<file path="config.mk">
export PLATFORM = sky130hd
export DESIGN_NAME = cam_stream_gen
export DESIGN_NICKNAME = d
export VERILOG_FILES = /design/src/rtl/cam_gen_pkg.sv /design/src/rtl/cam_gen_pattern.sv /design/src/rtl/cam_stream_gen.sv
export SDC_FILE = /design/constraint.sdc
export NUM_CORES = 1
export LEC_CHECK = 0
export ABC_AREA = 1
export BUFFER_PORTS_ARGS = -buffer_cell sky130_fd_sc_hd__buf_2
export CAP_MARGIN = 20
export CORE_ASPECT_RATIO = 1.5
export CORE_MARGIN = 4
export CORE_UTILIZATION = 55
export DETAILED_ROUTE_END_ITERATION = 12
export PLACE_DENSITY = 0.86
export SLEW_MARGIN = 20
export SYNTH_ARGS = -nofsm -noshare
export SYNTH_HDL_FRONTEND = slang
export SYNTH_SLANG_ARGS = --single-unit
export TNS_END_PERCENT = 50
</file>
<file path="constraint.sdc">
create_clock -name clk -period 2.2 [get_ports clk]
set_clock_uncertainty 0.05 [all_clocks]
set_input_delay 0.44 -clock clk [delete_from_list [all_inputs] [get_ports clk]]
set_output_delay 0.44 -clock clk [all_outputs]
set_load 0.05 [all_outputs]
</file>
<file path="src/rtl/cam_gen_pkg.sv">
// cam_gen_pkg: shared types and constants for the OV7670-style test stream generator.
package cam_gen_pkg;

   localparam int unsigned X_W = 11;
   localparam int unsigned Y_W = 10;

   typedef enum logic [2:0] {
      IDLE   = 3'd0,
      VSYNC  = 3'd1,
      VBACK  = 3'd2,
      ACTIVE = 3'd3,
      VFRONT = 3'd4
   } gen_state_t;

   localparam logic [1:0] PAT_RAMP    = 2'd0;
   localparam logic [1:0] PAT_CHECKER = 2'd1;
   localparam logic [1:0] PAT_SOLID   = 2'd2;
   localparam logic [1:0] PAT_MARKER  = 2'd3;

   localparam logic [7:0] CHROMA    = 8'h80;
   localparam logic [7:0] MARKER_BG = 8'h10;
   localparam logic [7:0] MARKER_FG = 8'hFF;

   // Per-frame pattern configuration, captured on VSYNC entry.
   typedef struct packed {
      logic [1:0]     sel;
      logic [7:0]     solid_y;
      logic [X_W-1:0] marker_x;
      logic [Y_W-1:0] marker_y;
   } pat_cfg_t;

endpackage

</file>
<file path="src/rtl/cam_gen_pattern.sv">
// cam_gen_pattern: combinational (x, y, pattern) -> luma lookup.
// Marker pattern present only when CAM_GEN_MARKER_EN is defined; otherwise
// pattern 3 falls back to the ramp.
module cam_gen_pattern
   import cam_gen_pkg::*;
(
   input  logic [X_W-1:0] x,
   input  logic [Y_W-1:0] y,
   input  pat_cfg_t       cfg,
   output logic [7:0]     luma_c
);

`ifdef CAM_GEN_MARKER_EN
   localparam logic [X_W:0] X_ONE = (X_W+1)'(1);
   localparam logic [Y_W:0] Y_ONE = (Y_W+1)'(1);

   logic [X_W:0] x_w;
   logic [X_W:0] mx_w;
   logic [Y_W:0] y_w;
   logic [Y_W:0] my_w;
   logic         hit_c;

   // Marker window test, widened by one bit so +1 never wraps at the edges.
   always_comb begin
      x_w   = {1'b0, x};
      mx_w  = {1'b0, cfg.marker_x};
      y_w   = {1'b0, y};
      my_w  = {1'b0, cfg.marker_y};
      hit_c = ((x_w + X_ONE) >= mx_w) && (x_w <= (mx_w + X_ONE)) &&
              ((y_w + Y_ONE) >= my_w) && (y_w <= (my_w + Y_ONE));
   end
`else
   logic unused_c;
   assign unused_c = ^{x[X_W-1:8], y[Y_W-1:4], cfg.marker_x, cfg.marker_y};
`endif

   // Luma selection.
   always_comb begin
      luma_c = x[7:0];
      case (cfg.sel)
         PAT_CHECKER: luma_c = (x[3] ^ y[3]) ? 8'hFF : 8'h00;
         PAT_SOLID:   luma_c = cfg.solid_y;
`ifdef CAM_GEN_MARKER_EN
         PAT_MARKER:  luma_c = hit_c ? MARKER_FG : MARKER_BG;
`endif
         default:     luma_c = x[7:0];
      endcase
   end

endmodule

</file>
<file path="src/rtl/cam_stream_gen.sv">
// cam_stream_gen: deterministic OV7670-style pclk/vsync/href/data source.
// Optional marker pattern enabled by defining CAM_GEN_MARKER_EN.
module cam_stream_gen
   import cam_gen_pkg::*;
#(
   parameter int unsigned H_ACTIVE    = 640,
   parameter int unsigned V_ACTIVE    = 480,
   parameter int unsigned H_BLANK     = 288,
   parameter int unsigned VSYNC_LINES = 3,
   parameter int unsigned V_BACK      = 17,
   parameter int unsigned V_FRONT     = 10,
   parameter int unsigned PCLK_DIV    = 2
)
(
   input  logic        clk,
   input  logic        reset_n,
   input  logic        enable,
   input  logic [1:0]  pattern_sel,
   input  logic [7:0]  solid_y,
   input  logic [10:0] marker_x,
   input  logic [9:0]  marker_y,
   output logic        pclk,
   output logic        vsync,
   output logic        href,
   output logic [7:0]  data,
   output logic        busy,
   output logic        frame_done,
   output logic [7:0]  frame_count
);

   localparam int unsigned LINE      = 2 * H_ACTIVE + H_BLANK;
   localparam int unsigned HREF_LEN  = 2 * H_ACTIVE;
   localparam int unsigned HALF      = PCLK_DIV / 2;
   localparam int unsigned DIV_W     = (PCLK_DIV > 2) ? $clog2(PCLK_DIV) : 1;
   localparam int unsigned BYTE_W    = (LINE > 2) ? $clog2(LINE) : 1;
   localparam int unsigned MAX_VH    = (VSYNC_LINES > V_BACK) ? VSYNC_LINES : V_BACK;
   localparam int unsigned MAX_AF    = (V_ACTIVE > V_FRONT) ? V_ACTIVE : V_FRONT;
   localparam int unsigned MAX_LINES = (MAX_VH > MAX_AF) ? MAX_VH : MAX_AF;
   localparam int unsigned LINE_W    = $clog2(MAX_LINES + 1);

   logic [1:0]        run_sync;
   logic              run_c;
   logic [DIV_W-1:0]  div_cnt;
   logic              tick_c;

   gen_state_t        state;
   gen_state_t        nxt_state;
   logic [LINE_W-1:0] line_cnt;
   logic [LINE_W-1:0] nxt_line;
   logic [LINE_W-1:0] lines_lim_c;
   logic [BYTE_W-1:0] byte_cnt;
   logic [BYTE_W-1:0] nxt_byte;
   logic              frame_end_c;
   logic              nxt_href_c;
   logic [7:0]        nxt_data_c;
   logic [7:0]        luma_c;

   pat_cfg_t          cfg_in_c;
   pat_cfg_t          cfg_q;

   // Reset release synchronizer; assertion stays asynchronous.
   always_ff @(posedge clk or negedge reset_n) begin
      if (!reset_n) run_sync <= 2'b00;
      else          run_sync <= {run_sync[0], 1'b1};
   end

   assign run_c  = run_sync[1];
   assign tick_c = run_c && (div_cnt == DIV_W'(HALF - 1));

   // Pixel clock divider: pclk high for the first half, tick on its falling edge.
   always_ff @(posedge clk or negedge reset_n) begin
      if (!reset_n) begin
         div_cnt <= '0;
         pclk    <= 1'b0;
      end else if (run_c) begin
         if (div_cnt == DIV_W'(PCLK_DIV - 1)) begin
            div_cnt <= '0;
            pclk    <= 1'b1;
         end else begin
            div_cnt <= div_cnt + 1'b1;
            if (div_cnt == DIV_W'(HALF - 1)) pclk <= 1'b0;
         end
      end
   end

   // Number of lines (minus one) spent in the current state.
   always_comb begin
      lines_lim_c = '0;
      case (state)
         VSYNC:   lines_lim_c = LINE_W'(VSYNC_LINES - 1);
         VBACK:   lines_lim_c = LINE_W'(V_BACK - 1);
         ACTIVE:  lines_lim_c = LINE_W'(V_ACTIVE - 1);
         VFRONT:  lines_lim_c = LINE_W'(V_FRONT - 1);
         default: lines_lim_c = '0;
      endcase
   end

   // Next raster position and state, applied on the next tick.
   always_comb begin
      nxt_state   = state;
      nxt_line    = line_cnt;
      nxt_byte    = byte_cnt;
      frame_end_c = 1'b0;
      if (state == IDLE) begin
         if (enable) begin
            nxt_state = VSYNC;
            nxt_line  = '0;
            nxt_byte  = '0;
         end
      end else if (byte_cnt == BYTE_W'(LINE - 1)) begin
         nxt_byte = '0;
         if (line_cnt == lines_lim_c) begin
            nxt_line = '0;
            case (state)
               VSYNC:   nxt_state = VBACK;
               VBACK:   nxt_state = ACTIVE;
               ACTIVE:  nxt_state = VFRONT;
               VFRONT: begin
                  frame_end_c = 1'b1;
                  nxt_state   = enable ? VSYNC : IDLE;
               end
               default: nxt_state = IDLE;
            endcase
         end else begin
            nxt_line = line_cnt + 1'b1;
         end
      end else begin
         nxt_byte = byte_cnt + 1'b1;
      end
   end

   // Live pattern controls, captured only when a frame starts.
   always_comb begin
      cfg_in_c          = '0;
      cfg_in_c.sel      = pattern_sel;
      cfg_in_c.solid_y  = solid_y;
      cfg_in_c.marker_x = marker_x;
      cfg_in_c.marker_y = marker_y;
   end

   cam_gen_pattern u_pattern (
      .x      (X_W'(nxt_byte >> 1)),
      .y      (Y_W'(nxt_line)),
      .cfg    (cfg_q),
      .luma_c (luma_c)
   );

   // Byte bus value for the upcoming position: Y then fixed chroma.
   always_comb begin
      nxt_href_c = (nxt_state == ACTIVE) && (nxt_byte < BYTE_W'(HREF_LEN));
      nxt_data_c = 8'h00;
      if (nxt_href_c) nxt_data_c = nxt_byte[0] ? CHROMA : luma_c;
   end

   // Raster state and registered stream outputs, updated on tick edges.
   always_ff @(posedge clk or negedge reset_n) begin
      if (!reset_n) begin
         state       <= IDLE;
         line_cnt    <= '0;
         byte_cnt    <= '0;
         vsync       <= 1'b0;
         href        <= 1'b0;
         data        <= 8'h00;
         busy        <= 1'b0;
         frame_done  <= 1'b0;
         frame_count <= 8'h00;
         cfg_q       <= '0;
      end else begin
         frame_done <= 1'b0;
         if (tick_c) begin
            state    <= nxt_state;
            line_cnt <= nxt_line;
            byte_cnt <= nxt_byte;
            vsync    <= (nxt_state == VSYNC);
            href     <= nxt_href_c;
            data     <= nxt_data_c;
            busy     <= (nxt_state != IDLE);
            if ((nxt_state == VSYNC) && (state != VSYNC)) cfg_q <= cfg_in_c;
            if (frame_end_c) begin
               frame_done  <= 1'b1;
               frame_count <= frame_count + 1'b1;
            end
         end
      end
   end

endmodule

</file>
# Yosys cells after proc, flatten, opt, wreduce, memory -nomap -nowiden
# Cells that the tools add are included.
# classes
n_addsub	4
n_lt_le_gt_ge	1
n_eq_ne	12
n_mux	26
bitwise	2
n_reduce_logical	9
# op_table
cell	n
2-to-1 mux 9 bit	4
one-hot mux 9 bit (4 select lines)	1
2-to-1 mux 11 bit	3
2-to-1 mux 8 bit	3
one-hot mux 8 bit (2 select lines)	1
2-to-1 mux 3 bit	4
one-hot mux 3 bit (4 select lines)	1
adder 11 x 1 -> 11 bit, second input constant	1
equality test 11 bit, second input constant	1
< comparator 11 bit, second input constant	1
adder 9 x 1 -> 9 bit, second input constant	1
equality test 3 x 2 -> 1 bit, second input constant	3
equality test 9 bit	1
2-to-1 mux 1 bit	9
adder 8 x 1 -> 8 bit, second input constant	1
equality test 3 x 1 -> 1 bit, second input constant	2
AND reduction 2 bit	2
equality test 3 bit, second input constant	1
logical AND 1 bit	3
zero test 3 bit	1
inequality test 3 x 1 -> 1 bit, second input constant	1
AND reduction 3 bit	1
nonzero test 3 bit	1
equality test 2 x 1 -> 1 bit, second input constant	1
6 further kinds	6
# word_totals
regBits	57
in_bits	34
out_inout_bits	21
wordCells	69

# Longest topological paths before layout
# Gate-level depths: netlist of run 1.
# logic_depth
depth_word	11
mapped_depth	17

# Hierarchy
# From an unflattened synthesis of run 1, not the netlist that was laid out.
# unflattened
cells_unflattened	541
hier_area_um2	4321.6
# by_module_without_submodules
module	n_inst	cells_each	area_per_inst_um2	seq_area_each_um2
cam_stream_gen	1	505	4137.7	1951.9
cam_gen_pattern	1	36	183.9	0.0

# Worst setup path after synthesis of run 1
# OpenSTA, ideal clock, no wires.
# synth_path
path_type	register to register
from	register byte_cnt[0]
to	register data[0]
setup_ns	0.118
arrival_ns	1.699
required_ns	2.032
slack_ns	0.333
stages_incl_launch_ff	18
path_buffers	0
path_cell_list	dfrtp_1 ha_1 nand2_1 nor2_2 inv_2 nor2_8 nor2_4 inv_2 a21oi_1 o21ai_1 nand2_1 nand2_1 nand2_1 inv_1 nand2_2 nor2_4 nand2_1 nand2_1
# synth_via
elab_chain_len	8
elab_cells_between_ends	17
cone_classes	1 x add/sub; 1 x order compare; 2 x eq/ne; 11 x mux; 1 x bitwise; 1 x reduce/logical
# synth_rtl
item	line	source
from (decl)	cam_stream_gen.sv:51	logic [BYTE_W-1:0] byte_cnt;
from (signal assigned)	cam_stream_gen.sv:173	byte_cnt <= nxt_byte;
branches (longest 7 deep; another with adder 11 x 1 -> 11 bit)	--	
2-to-1 mux 8 bit (*)	cam_stream_gen.sv:152	if (nxt_href_c) nxt_data_c = nxt_byte[0] ? CHROMA : luma_c;
to (signal assigned)	cam_stream_gen.sv:176	data <= nxt_data_c;
to (decl)	cam_stream_gen.sv:25	output logic [7:0] data,
# Every way passes the cells marked *. The select of a mux whose other input is x is not followed.
# A chain may end at the register's enable or synchronous reset.

# Worst setup path after layout of run 1
# layout_path
from	register state[2]
to	register data[7]
# layout_via
elab_chain_len	11
elab_cells_between_ends	24
cone_classes	1 x order compare; 6 x eq/ne; 14 x mux; 1 x bitwise; 2 x reduce/logical
# layout_rtl
item	line	source
from (decl)	cam_stream_gen.sv:46	gen_state_t state;
from (signal assigned)	cam_stream_gen.sv:171	state <= nxt_state;
equality test 3 bit, or another cell as far along	cam_stream_gen.sv:89, cam_stream_gen.sv:114	
one-hot mux 9 bit (4 select lines)	cam_stream_gen.sv:89	case (state)
equality test 9 bit	cam_stream_gen.sv:112	if (line_cnt == lines_lim_c) begin
2-to-1 mux 9 bit	cam_stream_gen.sv:112	
2-to-1 mux 9 bit	cam_stream_gen.sv:110	end else if (byte_cnt == BYTE_W'(LINE - 1)) begin
2-to-1 mux 9 bit	cam_stream_gen.sv:104	if (state == IDLE) begin
XOR 1 bit	cam_gen_pattern.sv:41	PAT_CHECKER: luma_c = (x[3] ^ y[3]) ? 8'hFF : 8'h00;
2-to-1 mux 8 bit	cam_gen_pattern.sv:41	
one-hot mux 8 bit (2 select lines)	cam_gen_pattern.sv:40	case (cfg.sel)
2-to-1 mux 8 bit	cam_stream_gen.sv:152	
2-to-1 mux 8 bit (*)	cam_stream_gen.sv:152	
# Mark *: on every way between the ends. The rest lies on a longest branch, timed or not. The select of a mux whose other input is x is not followed.

==> results of run 1 <==
## registers in the layout (all words and copies together) (netlist names)
register,cells
href,1
cfg_q,10
line_cnt,9
frame_done,1
pclk,1
byte_cnt,11
frame_count,8
vsync,1
run_sync,2
div_cnt,1
data,8
state,3
busy,1
## worst max-delay path, cell delays in order (launching register included)
cell,delay [ns]
dfrtp_1,0.38
inv_2,0.09
buf_4,0.15
nand2_1,0.17
buf_4,0.18
nand2_1,0.09
a21oi_1,0.22
o21ai_1,0.16
inv_1,0.13
nand2_2,0.08
nand3_4,0.13
nand2_2,0.06
nand2_1,0.06
nand2_1,0.06
nand2_1,0.06
nand2_1,0.05
## power groups by stage
| stage | clock, W | combinational, W | sequential [W] |
|---|---|---|---|
| 6_report | 0.00108 | 0.00236 | 0.00153 |
| 5_1_grt | 0.00113 | 0.00259 | 0.00155 |
| 4_1_cts | 0.00108 | 0.00200 | 0.00150 |
| 3_5_place_dp | 0 | 0.00193 | 0.00151 |
| 3_3_place_gp | 0 | 0.00187 | 0.00150 |
| 2_1_floorplan | 0 | 0.00138 | 0.00155 |
## placed cells by master, fill, tap and decap left out, types with 3 or more instances in the layout
| cell type | instances |
|---|---|
| a21oi_1 | 18 |
| nor2_1 | 26 |
| xor2_1 | 7 |
| ha_1 | 4 |
| a21boi_1 | 3 |
| nand2_1 | 100 |
| dfrtp_1 | 54 |
| nand2_2 | 13 |
| nand3_4 | 4 |
| o22ai_1 | 12 |
| o21ai_0 | 12 |
| xnor2_1 | 4 |
| nand2_4 | 6 |
| inv_1 | 42 |
| nor2_2 | 7 |
| nand3_2 | 8 |
| nand3_1 | 23 |
| buf_4 | 37 |
| clkbuf_8 | 10 |
| o21ai_1 | 3 |
| o211ai_1 | 4 |
| nand4_1 | 7 |
| dfrtp_2 | 3 |
| inv_2 | 6 |
| nor2_4 | 10 |
| nor3_1 | 3 |
| buf_2 | 33 |
## per-layer routing
layer,track usage,part of all wire
met4,0.107,0.039
met5,0,0
met3,0.0502,0.055
met1,0.250,0.38
met2,0.405,0.52
## what timing repair did
action / CTS / global route
buffers inserted: 2 / 11
pin swaps: 3 / 25
endpoints found under the setup margin: 13 / 23
cloned: 1 / 1
resized for setup: 2 / 48
## Yosys cell counts, types with 3 or more instances
| master | instances |
|---|---|
| clkbuf_1 | 4 |
| nand3_1 | 25 |
| nor2_2 | 5 |
| ha_1 | 5 |
| xor2_1 | 7 |
| nor2_1 | 32 |
| buf_6 | 3 |
| nor2_4 | 5 |
| o21ai_0 | 14 |
| xnor2_1 | 4 |
| o22ai_1 | 12 |
| nand2_1 | 112 |
| nand2_2 | 4 |
| nor3_1 | 4 |
| a21boi_0 | 4 |
| nand3_2 | 8 |
| nand4_1 | 7 |
| o211ai_1 | 4 |
| inv_1 | 43 |
| a21oi_1 | 18 |
| dfrtp_1 | 57 |
| inv_2 | 7 |
## stage by stage
stage | instances | area (um2) | hold WS [ns] | setup TNS [ns] | util
finish | 558 | 4120 | 0.0263 | -0.0699 | 0.713
detailed placement | 528 | 3650 | 0.287 | -0.0388 | 0.631
global route | 558 | 4120 | 0.0533 | -1.63 | 0.713
global placement | 528 | 3650 | 0.283 | 0 | 0.631
CTS | 546 | 3880 | 0.0455 | 0 | 0.671
floorplan | 406 | 3250 | 0.0944 | 0 | -
## worst paths after layout
check,start,to,slack [ns]
max reg2reg,state[2]$_DFFE_PN0P_,data[7]$_DFFE_PN0P_,-0.05
max in group asynchronous,reset_n,state[1]$_DFFE_PN0P_,1.79
min,reset_n,byte_cnt[8]$_DFFE_PN0P_,0.03
max,state[2]$_DFFE_PN0P_,data[7]$_DFFE_PN0P_,-0.05
min in group clk,pattern_sel[1],cfg_q[30]$_DFFE_PN0P_,0.27
min reg2reg,run_sync[0]$_DFF_PN0_,run_sync[1]$_DFF_PN0_,0.30
## kinds of logic (layout without fill, tap and decap cells)
kind of cell,Yosys count,after routing,synth area share
simple gates,213,215,0.327
buf+inv,61,139,0.0802
xor+xnor,11,11,0.0297
fa+ha+maj,5,5,0.0193
compound gates,58,58,0.103
other cells,1,1,0.00116
flops,57,57,0.439
## cell type report
cell class / instances / area [um2]
clock buffers: 12 / 145
clock inverters: 3 / 65.1
fillers: 399 / 1660
inverters: 52 / 205
multi-input cells: 290 / 1710
flip-flops and latches: 57 / 1430
well taps: 72 / 90.1
repair buffers: 72 / 474
==> summary.md, run 1 <==
| Metric | Value |
|---|---|
| CTS H-Tree Depth | `3` |
| Pwr Total | `0.00497 W` |
| Clk_lat worst skew | `0.35 ns` |
| Slew HR | `0.597` |
| CTS tree | `built` |
| Sw power | `0.00212 W` |
| Sw frac | `0.428` |
| GR Util All Layers | `0.225` |
| First-pass GRT wire length | `12.9 mm` |
| Yosys top cell area share | `0.439` |
| Starting Density | `0.561` |
| Max Fclk | `0.444 GHz` |
| Comb power frac | `0.475` |
| Cell count after synthesis | `406` |
| Drt total wl | `8.39 mm` |
| Top_reg_cell synth | `dfrtp_1` |
| Clock sinks | `57` |
| Post-route ant nets | `0` |
| Io pins | `55` |
| Largest net degree at the start of global routing | `58` |
| Pint | `0.00284 W` |
| Synth warn | `0` |
| GP Congestion | `0.900` |
| Post-synth EDFFs | `0` |
| Dpl ws | `-0.0232 ns` |
| Status | `finished, violations left` |
| Final Hold Fails | `0` |
| Clk pin slew, worst setup/hold paths | `0.07 ns` |
| Pre-antenna DRT Iters | `5` |
| ANT cells | `0` |
| Core Region | `5790 um2` |
| Die W | `70.7 um` |
| Top post-synthesis cells by area | `dfrtp_1 (44%), nand2_1 (13%), inv_1 (5.0%), nand3_1 (3.9%), nor2_1 (3.7%)` |
| DR iter-0 viols | `252` |
| CP Capture Type | `flop` |
| Cell Rows | `34` |
| Total CTS buffers | `9` |
| Avg Cell Area, Syn | `7.99 um2` |
| Register bit total from synthesis | `57` |
| I/O Buffers | `33` |
| Violated checks | `negative setup slack` |
| Vias in the first global route | `2948` |
| Clk pwr share | `0.218` |
| Vias per std cell | `5.60` |
| WP data arrival | `2.44 ns` |
| Max Cap Viol | `0` |
| Ys async rst share | `1.00` |
| Final setup vio count | `2` |
| Final WS setup | `-0.0502 ns` |
| Worst slew pin tran | `0.604 ns` |
| Hold buffers post-CTS | `0` |
| Slew Limit Fails | `0` |
| Synth area leader | `dfrtp_1` |
| Max FO, Critical Path | `8` |
| Sequential share of power | `0.307` |
| Sequential share of the synthesized area | `0.439` |
| Pwr dens | `1200 nW/um2` |
| Nets | `521` |
| Synth cell types | `38` |
| Remaining DRCs | `0` |
| DIE AREA | `7220 um2` |
| Clock period minus worst slack | `2.25 ns` |
| Avg WL per Cell | `15.0 um` |
| R2R depth | `15` |
| Kind of critical path | `flop to flop` |
| Clock root buffer | `clkbuf_8` |
| Share of layout cells above drive strength 1 | `0.323` |
| Layout area overhead | `27.1%` |
| Fin crit share | `1.02` |
| Crit path launch type | `flop` |
| Static Leak | `2.15 nW` |
| CP required | `2.39 ns` |
| Via count | `3127` |
| Initial antenna violation count | `0` |
| Mapped Area | `3250 um2` |
| Synth Net Count | `445` |
| Worst VDD drop | `908 uV` |
| GR Overflow Total | `0` |
| Detailed Place HPWL | `5.26 mm` |
| Worst min path class | `primary input to asynchronous set/reset pin` |
| DIE HEIGHT | `102 um` |
| Max Buffers Root-to-Sink | `2` |
| RSZ-0062 raised after global routing | `true` |
No activity file was read; power rests on OpenSTA's default activity.
==> run 2, diff against run 1 <==
Clock period 2.2 ns to 2.5 ns, I/O delays scaled along.
==> run 2 against run 1 <==
- the run now ends clean
- global-route usage is 1.3 points lower
- clock power is 19% lower
- routed wire length is 16% lower
- sequential share of layout area up 3.7 points
- cell count decreased by 5.6%
- utilization decreased by 7.1 points
- combinational power down 34%
- largest power group unchanged
- highest routed layer unchanged
==> summary.md, run 2 (synthesis gave the netlist of run 1 again) <==
| Metric | Value |
|---|---|
| Status | `completed (was finished, violations left)` |
| CP Capture Type | `flop (unchanged)` |
| Layout area overhead | `14.4% (was 27.1%)` |
| First-pass GRT wire length | `12.1 mm (was 12.9 mm)` |
| WP data arrival | `2.45 ns (was 2.44 ns)` |
| Cell family with the largest share of critical-path delay | `simple AND/OR/NAND/NOR gates (unchanged)` |
| I/O Buffers | `33 (unchanged)` |
| Clk_lat worst skew | `0.34 ns (was 0.35 ns)` |
| Drt total wl | `7.03 mm (was 8.39 mm)` |
| Flop-to-flop setup slack | `0.24 ns (was -0.05 ns)` |
| Clock sinks | `57 (unchanged)` |
| RSZ-0062 raised after global routing | `false (was true)` |
| Max Cap Viol | `0 (unchanged)` |
| Remaining DRCs | `0 (unchanged)` |
| Core Region | `5790 um2 (unchanged)` |
| Vias in the first global route | `2713 (was 2948)` |
| Die W | `70.7 um (unchanged)` |
| Commonest non-fill, non-tap cell in the layout | `nand2_1 (unchanged)` |
| Initial antenna violation count | `0 (unchanged)` |
| Max Buffers Root-to-Sink | `2 (unchanged)` |
| Clk pin slew, worst setup/hold paths | `0.07 ns (about the same)` |
| Sw power | `0.00164 W (was 0.00212 W)` |
| Crit path launch type | `flop (unchanged)` |
| Vias per std cell | `5.31 (was 5.60)` |
| Max Fclk | `0.442 GHz (was 0.444 GHz)` |
| Cell Rows | `34 (unchanged)` |
| GR Util All Layers | `0.212 (was 0.225)` |
| CP required | `2.69 ns (was 2.39 ns)` |
| Largest stage delay on the critical path | `0.36 ns (was 0.38 ns)` |
| Largest net degree at the start of global routing | `25 (was 58)` |
| Avg WL per Cell | `13.3 um (was 15.0 um)` |
| Max FO, Critical Path | `10 (was 8)` |
| Total CTS buffers | `9 (unchanged)` |
| Final setup vio count | `0 (was 2)` |
| Kind of critical path | `flop to flop (unchanged)` |
| Fin Hold WS | `0.0543 ns (was 0.0263 ns)` |
| Start of the worst register-to-register path | `byte_cnt[0]$_DFFE_PN0P_ (was state[2]$_DFFE_PN0P_)` |
| CTS tree | `built (unchanged)` |
| Regs by FF count | `byte_cnt x11, cfg_q x10, line_cnt x9 (unchanged)` |
| Io pins | `55 (unchanged)` |
| Buffers & Inverters on Critical Path | `2 (was 4)` |
| GR Overflow Total | `0 (unchanged)` |
| Pre-antenna DRT Iters | `5 (unchanged)` |
| ANT cells | `0 (unchanged)` |
| Slowest-stage cell, CP | `dfrtp_1 (unchanged)` |
| Pint | `0.00215 W (was 0.00284 W)` |
| Fin Setup TNS | `0 ns (was -0.0699 ns)` |
| Pwr dens | `1020 nW/um2 (was 1200 nW/um2)` |
| DIE HEIGHT | `102 um (unchanged)` |
| CTS H-Tree Depth | `3 (unchanged)` |
| Via count | `2800 (was 3127)` |
| R2R Path End | `cfg_q[27]$_DFFE_PN0P_ (was data[7]$_DFFE_PN0P_)` |
| GP Congestion | `0.917 (was 0.900)` |
| Fill cells | `483 (was 399)` |
| Post-route ant nets | `0 (unchanged)` |
| Slew Limit Fails | `0 (unchanged)` |
| DR iter-0 viols | `181 (was 252)` |
| Worst VDD drop | `706 uV (was 908 uV)` |
| CP most frequent cell | `nand2_1 (unchanged)` |
| Fin crit share | `0.906 (was 1.02)` |
| Max FFs per register | `11 (unchanged)` |
| R2R depth | `14 (was 15)` |
| Comb power frac | `0.413 (was 0.475)` |
| Worst min path class | `primary input to asynchronous set/reset pin (unchanged)` |
| Clock period minus worst slack | `2.26 ns (was 2.25 ns)` |
| Final Hold Fails | `0 (unchanged)` |
| Most frequent cells in the layout | `nand2_1 (112), dfrtp_1 (57), inv_1 (43) (was nand2_1 (100), dfrtp_1 (54), inv_1 (42))` |
| Clk pwr share | `0.231 (was 0.218)` |
| Share of layout cells above drive strength 1 | `0.220 (was 0.323)` |
| Sw frac | `0.433 (was 0.428)` |
| Nets | `489 (was 521)` |
| Largest Register | `byte_cnt (unchanged)` |
| Clock root buffer | `clkbuf_8 (unchanged)` |
| DIE AREA | `7220 um2 (unchanged)` |
| Starting Density | `0.561 (unchanged)` |
| Detailed Place HPWL | `5.18 mm (was 5.26 mm)` |
| Static Leak | `1.94 nW (was 2.15 nW)` |
| CP Cell Sequence | `ha_1 -> nand2_1 -> nor2_2 -> inv_2 -> nor2_8 -> nand3_4 -> nand2_1 -> a21oi_2 -> inv_1 -> nand2_2 -> nor2_4 -> nand2_4 -> nand2_1 -> nand2_1 (was inv_2 -> buf_4 -> nand2_1 -> buf_4 -> nand2_1 -> a21oi_1 -> o21ai_1 -> inv_1 -> nand2_2 -> nand3_4 -> nand2_2 -> nand2_1 -> nand2_1 -> nand2_1 -> nand2_1)` |
| Sequential share of power | `0.356 (was 0.307)` |
[run 2: cell count changes in the layout (fill, tap and decap cells not counted), moves of 5 or more]
cell,before,now
nor2_1,26,32
nand2_1,100,112
nor2_4,10,5
buf_4,37,9
nand2_2,13,4
[run 2: stage by stage]
stage / worst slack (ns) / power (W) / utilization / cells / instance area (um2)
after floorplan: 0.633 / 0.00258 / - / 406 / 3250
after global placement: 0.252 / 0.00284 / 0.603 / 508 / 3490
after detailed placement: 0.205 / 0.00289 / 0.603 / 508 / 3490
after CTS: 0.188 / 0.00378 / 0.638 / 524 / 3690
after global routing: 0.0203 / 0.00408 / 0.642 / 527 / 3710
final: 0.236 / 0.00379 / 0.642 / 527 / 3710
[run 2: layout make-up]
type,instances,area [um2],area share
inverter,52,200,0.0539
sequential,57,1430,0.384
clock inverter,7,80.1,0.0216
timing repair buffer,42,233,0.0627
multi-input combinational,288,1560,0.420
tap,72,90.1,0.0243
clock buffer,9,124,0.0334
[run 2: worst max path at each step]
stage                                 end                    start  depth (start not counted)
floorplan             data[0]$_DFFE_PN0P_  byte_cnt[0]$_DFFE_PN0P_                         17
global placement    cfg_q[22]$_DFFE_PN0P_  byte_cnt[0]$_DFFE_PN0P_                         14
detailed placement  cfg_q[30]$_DFFE_PN0P_  byte_cnt[0]$_DFFE_PN0P_                         14
CTS                 cfg_q[27]$_DFFE_PN0P_  byte_cnt[0]$_DFFE_PN0P_                         14
global route        cfg_q[27]$_DFFE_PN0P_  byte_cnt[0]$_DFFE_PN0P_                         14
finish              cfg_q[27]$_DFFE_PN0P_  byte_cnt[0]$_DFFE_PN0P_                         14
[run 2: timing repair]
item,in CTS,in global routing
setup endpoints to repair,0,10
hold endpoints to repair,0,0
hold buffers,0,0
buffers inserted,0,3
gates resized for setup,0,0
[run 2: worst reg2reg max path: stages, from the launching register on]
cell and delay (ns):
dfrtp_1 0.36, ha_1 0.17, nand2_1 0.11, nor2_2 0.19, inv_2 0.09, nor2_8 0.17, nand3_4 0.14, nand2_1 0.11
a21oi_2 0.06, inv_1 0.08, nand2_2 0.09, nor2_4 0.27, nand2_4 0.14, nand2_1 0.09, nand2_1 0.05
[run 2: power by group through the flow]
| stage | clock, W | sequential (W) | combinational, W |
|---|---|---|---|
| 6_report | 0.000875 | 0.00135 | 0.00156 |
| 5_1_grt | 0.000929 | 0.00138 | 0.00177 |
| 4_1_cts | 0.000891 | 0.00135 | 0.00154 |
| 3_5_place_dp | 0 | 0.00136 | 0.00153 |
| 3_3_place_gp | 0 | 0.00135 | 0.00149 |
| 2_1_floorplan | 0 | 0.00136 | 0.00121 |
[run 2: metal layers]
metal  vias up  GRT usage  part of all wire
met5         -          0                 0
met4         0      0.109             0.027
met3        16     0.0453             0.031
met2        46      0.371              0.53
met1      1329      0.242              0.41
li1       1409          -                 -
==> run 3, diff against run 2 <==
Settings changed: ABC_AREA 1 to unset, GPL_TIMING_DRIVEN set to 0, MAX_ROUTING_LAYER set to met4.
==> run 3 against run 2 <==
- register-to-register slack worse by 0.31 ns
- global-route usage up 4.2 points
- final area up 13%
- the flow now finishes with violations (negative setup slack)
- routed wire length up 27%
- critical path depth down 4
- utilization up 7.5 points
- sequential power down 20%
- via count up 11%
- non-clock buffer count up 36
- maximum frequency down 12%
- first-iteration DRC count up 20%
==> summary.md, run 3 <==
| Metric | Value |
|---|---|
| Clk pin slew, worst setup/hold paths | `0.07 ns (about the same)` |
| Avg WL per Cell | `17.9 um (was 13.3 um)` |
| Core Util, Final | `0.717 (was 0.642)` |
| Worst Setup EP | `cfg_q[28]$_DFFE_PN0P_ (was cfg_q[27]$_DFFE_PN0P_)` |
| Crit path from | `state[2]$_DFFE_PN0P_ (was byte_cnt[0]$_DFFE_PN0P_)` |
| Fin crit share | `1.03 (was 0.906)` |
| Worst slew pin tran | `0.723 ns` |
| Max Buffers Root-to-Sink | `2 (unchanged)` |
| Pwr dens | `683 nW/um2 (was 1020 nW/um2)` |
| Cell family with the largest share of critical-path delay | `compound AO/OA/AOI/OAI gates (was simple AND/OR/NAND/NOR gates)` |
| Synth Net Count | `397 (was 445)` |
| ANT cells | `0 (unchanged)` |
| CP Cell Sequence | `buf_6 -> buf_4 -> and4b_1 -> o21ai_1 -> o221ai_4 -> nand3_4 -> mux2i_1 -> a2111o_1 -> nand2b_4 -> mux2_4 (was ha_1 -> nand2_1 -> nor2_2 -> inv_2 -> nor2_8 -> nand3_4 -> nand2_1 -> a21oi_2 -> inv_1 -> nand2_2 -> nor2_4 -> nand2_4 -> nand2_1 -> nand2_1)` |
| Largest Register | `byte_cnt (unchanged)` |
| CP Capture Type | `flop (unchanged)` |
| Core Region | `5830 um2 (was 5790 um2)` |
| Synth area leader | `dfrtp_1 (unchanged)` |
| Flop-to-flop setup slack | `-0.07 ns (was 0.24 ns)` |
| Placed Cells incl. Taps | `463 (was 508)` |
| Hold buffers post-CTS | `0 (unchanged)` |
| Most frequent cells in the layout | `dfrtp_1 (52), nand2_1 (51), buf_2 (33) (was nand2_1 (112), dfrtp_1 (57), inv_1 (43))` |
| Largest net degree at the start of global routing | `58 (was 25)` |
| Max Fclk | `0.389 GHz (was 0.442 GHz)` |
| I/O Buffers | `33 (unchanged)` |
| Static Leak | `1.96 nW (was 1.94 nW)` |
| First-pass GRT wire length | `14.2 mm (was 12.1 mm)` |
| Nets | `460 (was 489)` |
| Dpl ws | `-0.476 ns (was 0.205 ns)` |
| Largest stage delay on the critical path | `0.45 ns (was 0.36 ns)` |
| Status | `finished, violations left (was completed)` |
| Start of the worst register-to-register path | `state[2]$_DFFE_PN0P_ (was byte_cnt[0]$_DFFE_PN0P_)` |
| Post-Layout Cell Count | `498 (was 527)` |
| DR iter-0 viols | `217 (was 181)` |
| Cell count after synthesis | `358 (was 406)` |
| CP required | `2.68 ns (was 2.69 ns)` |
| Kind of critical path | `flop to flop (unchanged)` |
| Pwr Total | `0.00285 W (was 0.00379 W)` |
| R2R depth | `10 (was 14)` |
| RSZ-0062 raised after global routing | `true (was false)` |
| WP data arrival | `2.75 ns (was 2.45 ns)` |
| Worst min path class | `primary input to asynchronous set/reset pin (unchanged)` |
| Starting Density | `0.569 (was 0.561)` |
| Mapped Area | `3320 um2 (was 3250 um2)` |
| Cell Rows | `34 (unchanged)` |
| Buffers & Inverters on Critical Path | `2 (unchanged)` |
| Register bit total from synthesis | `57 (unchanged)` |
| Crit path launch type | `flop (unchanged)` |
| Max FO, Critical Path | `7 (was 10)` |
| Synth warn | `0 (unchanged)` |
| Vias per std cell | `6.26 (was 5.31)` |
| Final setup vio count | `14 (was 0)` |
| Max FFs per register | `11 (unchanged)` |
| Fill cells | `412 (was 483)` |
| Top post-synthesis cells by area | `dfrtp_1 (43%), nand2_1 (6.0%), o21ai_0 (5.3%), mux2_4 (4.5%), a21oi_1 (3.5%) (was dfrtp_1 (44%), nand2_1 (13%), inv_1 (5.0%), nand3_1 (3.9%), nor2_1 (3.7%))` |
| Die W | `71.4 um (was 70.7 um)` |
| Violated checks | `negative setup slack` |
| CTS H-Tree Depth | `3 (unchanged)` |
| Remaining DRCs | `0 (unchanged)` |
| Synth cell types | `60 (was 38)` |
| WP depth | `10 (was 14)` |
| Share of layout cells above drive strength 1 | `0.312 (was 0.220)` |
| Regs by FF count | `byte_cnt x11, cfg_q x10, line_cnt x9 (unchanged)` |
| GP Congestion | `0.999 (was 0.917)` |
| CTS tree | `built (unchanged)` |
| Initial antenna violation count | `0 (unchanged)` |
| Most common cell in the netlist | `dfrtp_1 (was nand2_1)` |
| Ys async rst share | `1.00 (unchanged)` |
| Top_reg_cell synth | `dfrtp_1 (unchanged)` |
| Max Cap Viol | `0 (unchanged)` |
| Commonest non-fill, non-tap cell in the layout | `dfrtp_1 (was nand2_1)` |
| Detailed Place HPWL | `5.53 mm (was 5.18 mm)` |
| Final Hold Fails | `0 (unchanged)` |
| Total CTS buffers | `9 (unchanged)` |
| Clk_lat worst skew | `0.35 ns (was 0.34 ns)` |
| Post-synth top cells | `dfrtp_1 (57), nand2_1 (53), o21ai_0 (35) (was nand2_1 (112), dfrtp_1 (57), inv_1 (43))` |
| Pre-antenna DRT Iters | `5 (unchanged)` |
| Clock sinks | `57 (unchanged)` |
| Post-route ant nets | `0 (unchanged)` |
| Clock period minus worst slack | `2.57 ns (was 2.26 ns)` |
| Post-synth EDFFs | `0 (unchanged)` |
| Clock root buffer | `clkbuf_8 (unchanged)` |
| Slowest-stage cell, CP | `a2111o_1 (was dfrtp_1)` |
| Sequential share of the synthesized area | `0.430 (was 0.439)` |
| R2R Path End | `cfg_q[28]$_DFFE_PN0P_ (was cfg_q[27]$_DFFE_PN0P_)` |
| Slew Limit Fails | `0 (unchanged)` |
| Yosys top cell area share | `0.430 (was 0.439)` |
| Worst VDD drop | `483 uV (was 706 uV)` |
| Io pins | `55 (unchanged)` |
| GR Overflow Total | `0 (unchanged)` |
| Drt total wl | `8.91 mm (was 7.03 mm)` |
| Vias in the first global route | `3054 (was 2713)` |
| DIE AREA | `7360 um2 (was 7220 um2)` |
| Via count | `3117 (was 2800)` |
| Slew HR | `0.518` |
| Layout area overhead | `26.0% (was 14.4%)` |
| Avg Cell Area, Syn | `9.26 um2 (was 7.99 um2)` |
| GR Util All Layers | `0.254 (was 0.212)` |
| DIE HEIGHT | `103 um (was 102 um)` |
| Final WS setup | `-0.0732 ns (was 0.236 ns)` |
-- run 3: changes by cell type in the layout (fill, tap and decap cells not counted), sizes merged, moves of 8 or more --
cell and delta:
inv -48, buf +23, and3 +8, o21ai +21, nor3 +8, o22ai -11, nor2 -24, nand3 -23
nand2 -65, mux2 +13, clkbuf +14
-- run 3: logic make-up (layout without fill, tap and decap cells) --
| logic type | count (synthesis) | in the layout | synth area share |
|---|---|---|---|
| buffers and inverters | 30 | 97 | 0.0419 |
| xor gates and xnor gates | 10 | 10 | 0.0264 |
| other | 1 | 1 | 0.00113 |
| muxes | 18 | 18 | 0.0706 |
| DFF | 57 | 57 | 0.430 |
| AOI/OAI and AO/OA | 98 | 98 | 0.195 |
| and+or+nand+nor | 139 | 140 | 0.216 |
| adders and majority gates | 5 | 5 | 0.0189 |
-- run 3: report_power, final --
group | internal [W] | switching [W] | total (W)
Combinational | 0.000313 | 0.000524 | 0.000836
Clock | 0.000555 | 0.000383 | 0.000938
Sequential | 0.00100 | 0.0000756 | 0.00108
Total | 0.00187 | 0.000982 | 0.00285
-- run 3: what timing repair did --
item / 4_1_cts / 5_1_grt
setup buffers: 16 / 10
endpoints found under the setup margin: 29 / 28
pin swaps: 15 / 16
resized for setup: 31 / 17
cloned: 1 / 0
-- run 3: layout make-up --
class,count,area (um2),share of cell area
Buffer,20,110,0.0263
Clock inverter,6,82.6,0.0198
Tap cell,72,90.1,0.0216
Clock buffer,10,128,0.0305
Sequential cell,57,1430,0.343
Multi-Input combinational cell,272,1960,0.468
Inverter,3,11.3,0.00269
Timing Repair Buffer,58,368,0.0880
-- run 3: worst min-delay path by stage --
stage | from | to
2_1_floorplan | reset_n | busy$_DFFE_PN0P_
3_3_place_gp | run_sync[0]$_DFF_PN0_ | run_sync[1]$_DFF_PN0_
3_5_place_dp | run_sync[0]$_DFF_PN0_ | run_sync[1]$_DFF_PN0_
4_1_cts | reset_n | frame_count[5]$_DFFE_PN0P_
5_1_grt | reset_n | frame_count[4]$_DFFE_PN0P_
6_report | reset_n | frame_count[7]$_DFFE_PN0P_
-- run 3: routing by layer --
metal,GRT usage,wire (um),vias up
li1,-,-,1439
met1,0.270,3310,1485
met2,0.445,4710,158
met3,0.0371,557,35
met4,0.148,335,0
met5,-,0,-
-- run 3: metrics by stage --
stage               instance area [um2]  hold slack [ns]  TNS, ns
global route                       4180            0.226    -2.40
floorplan                          3360            0.154  -0.0221
global placement                   3620            0.286    -5.11
CTS                                4040            0.184    -1.15
finish                             4180            0.140   -0.827
detailed placement                 3620            0.300    -5.77
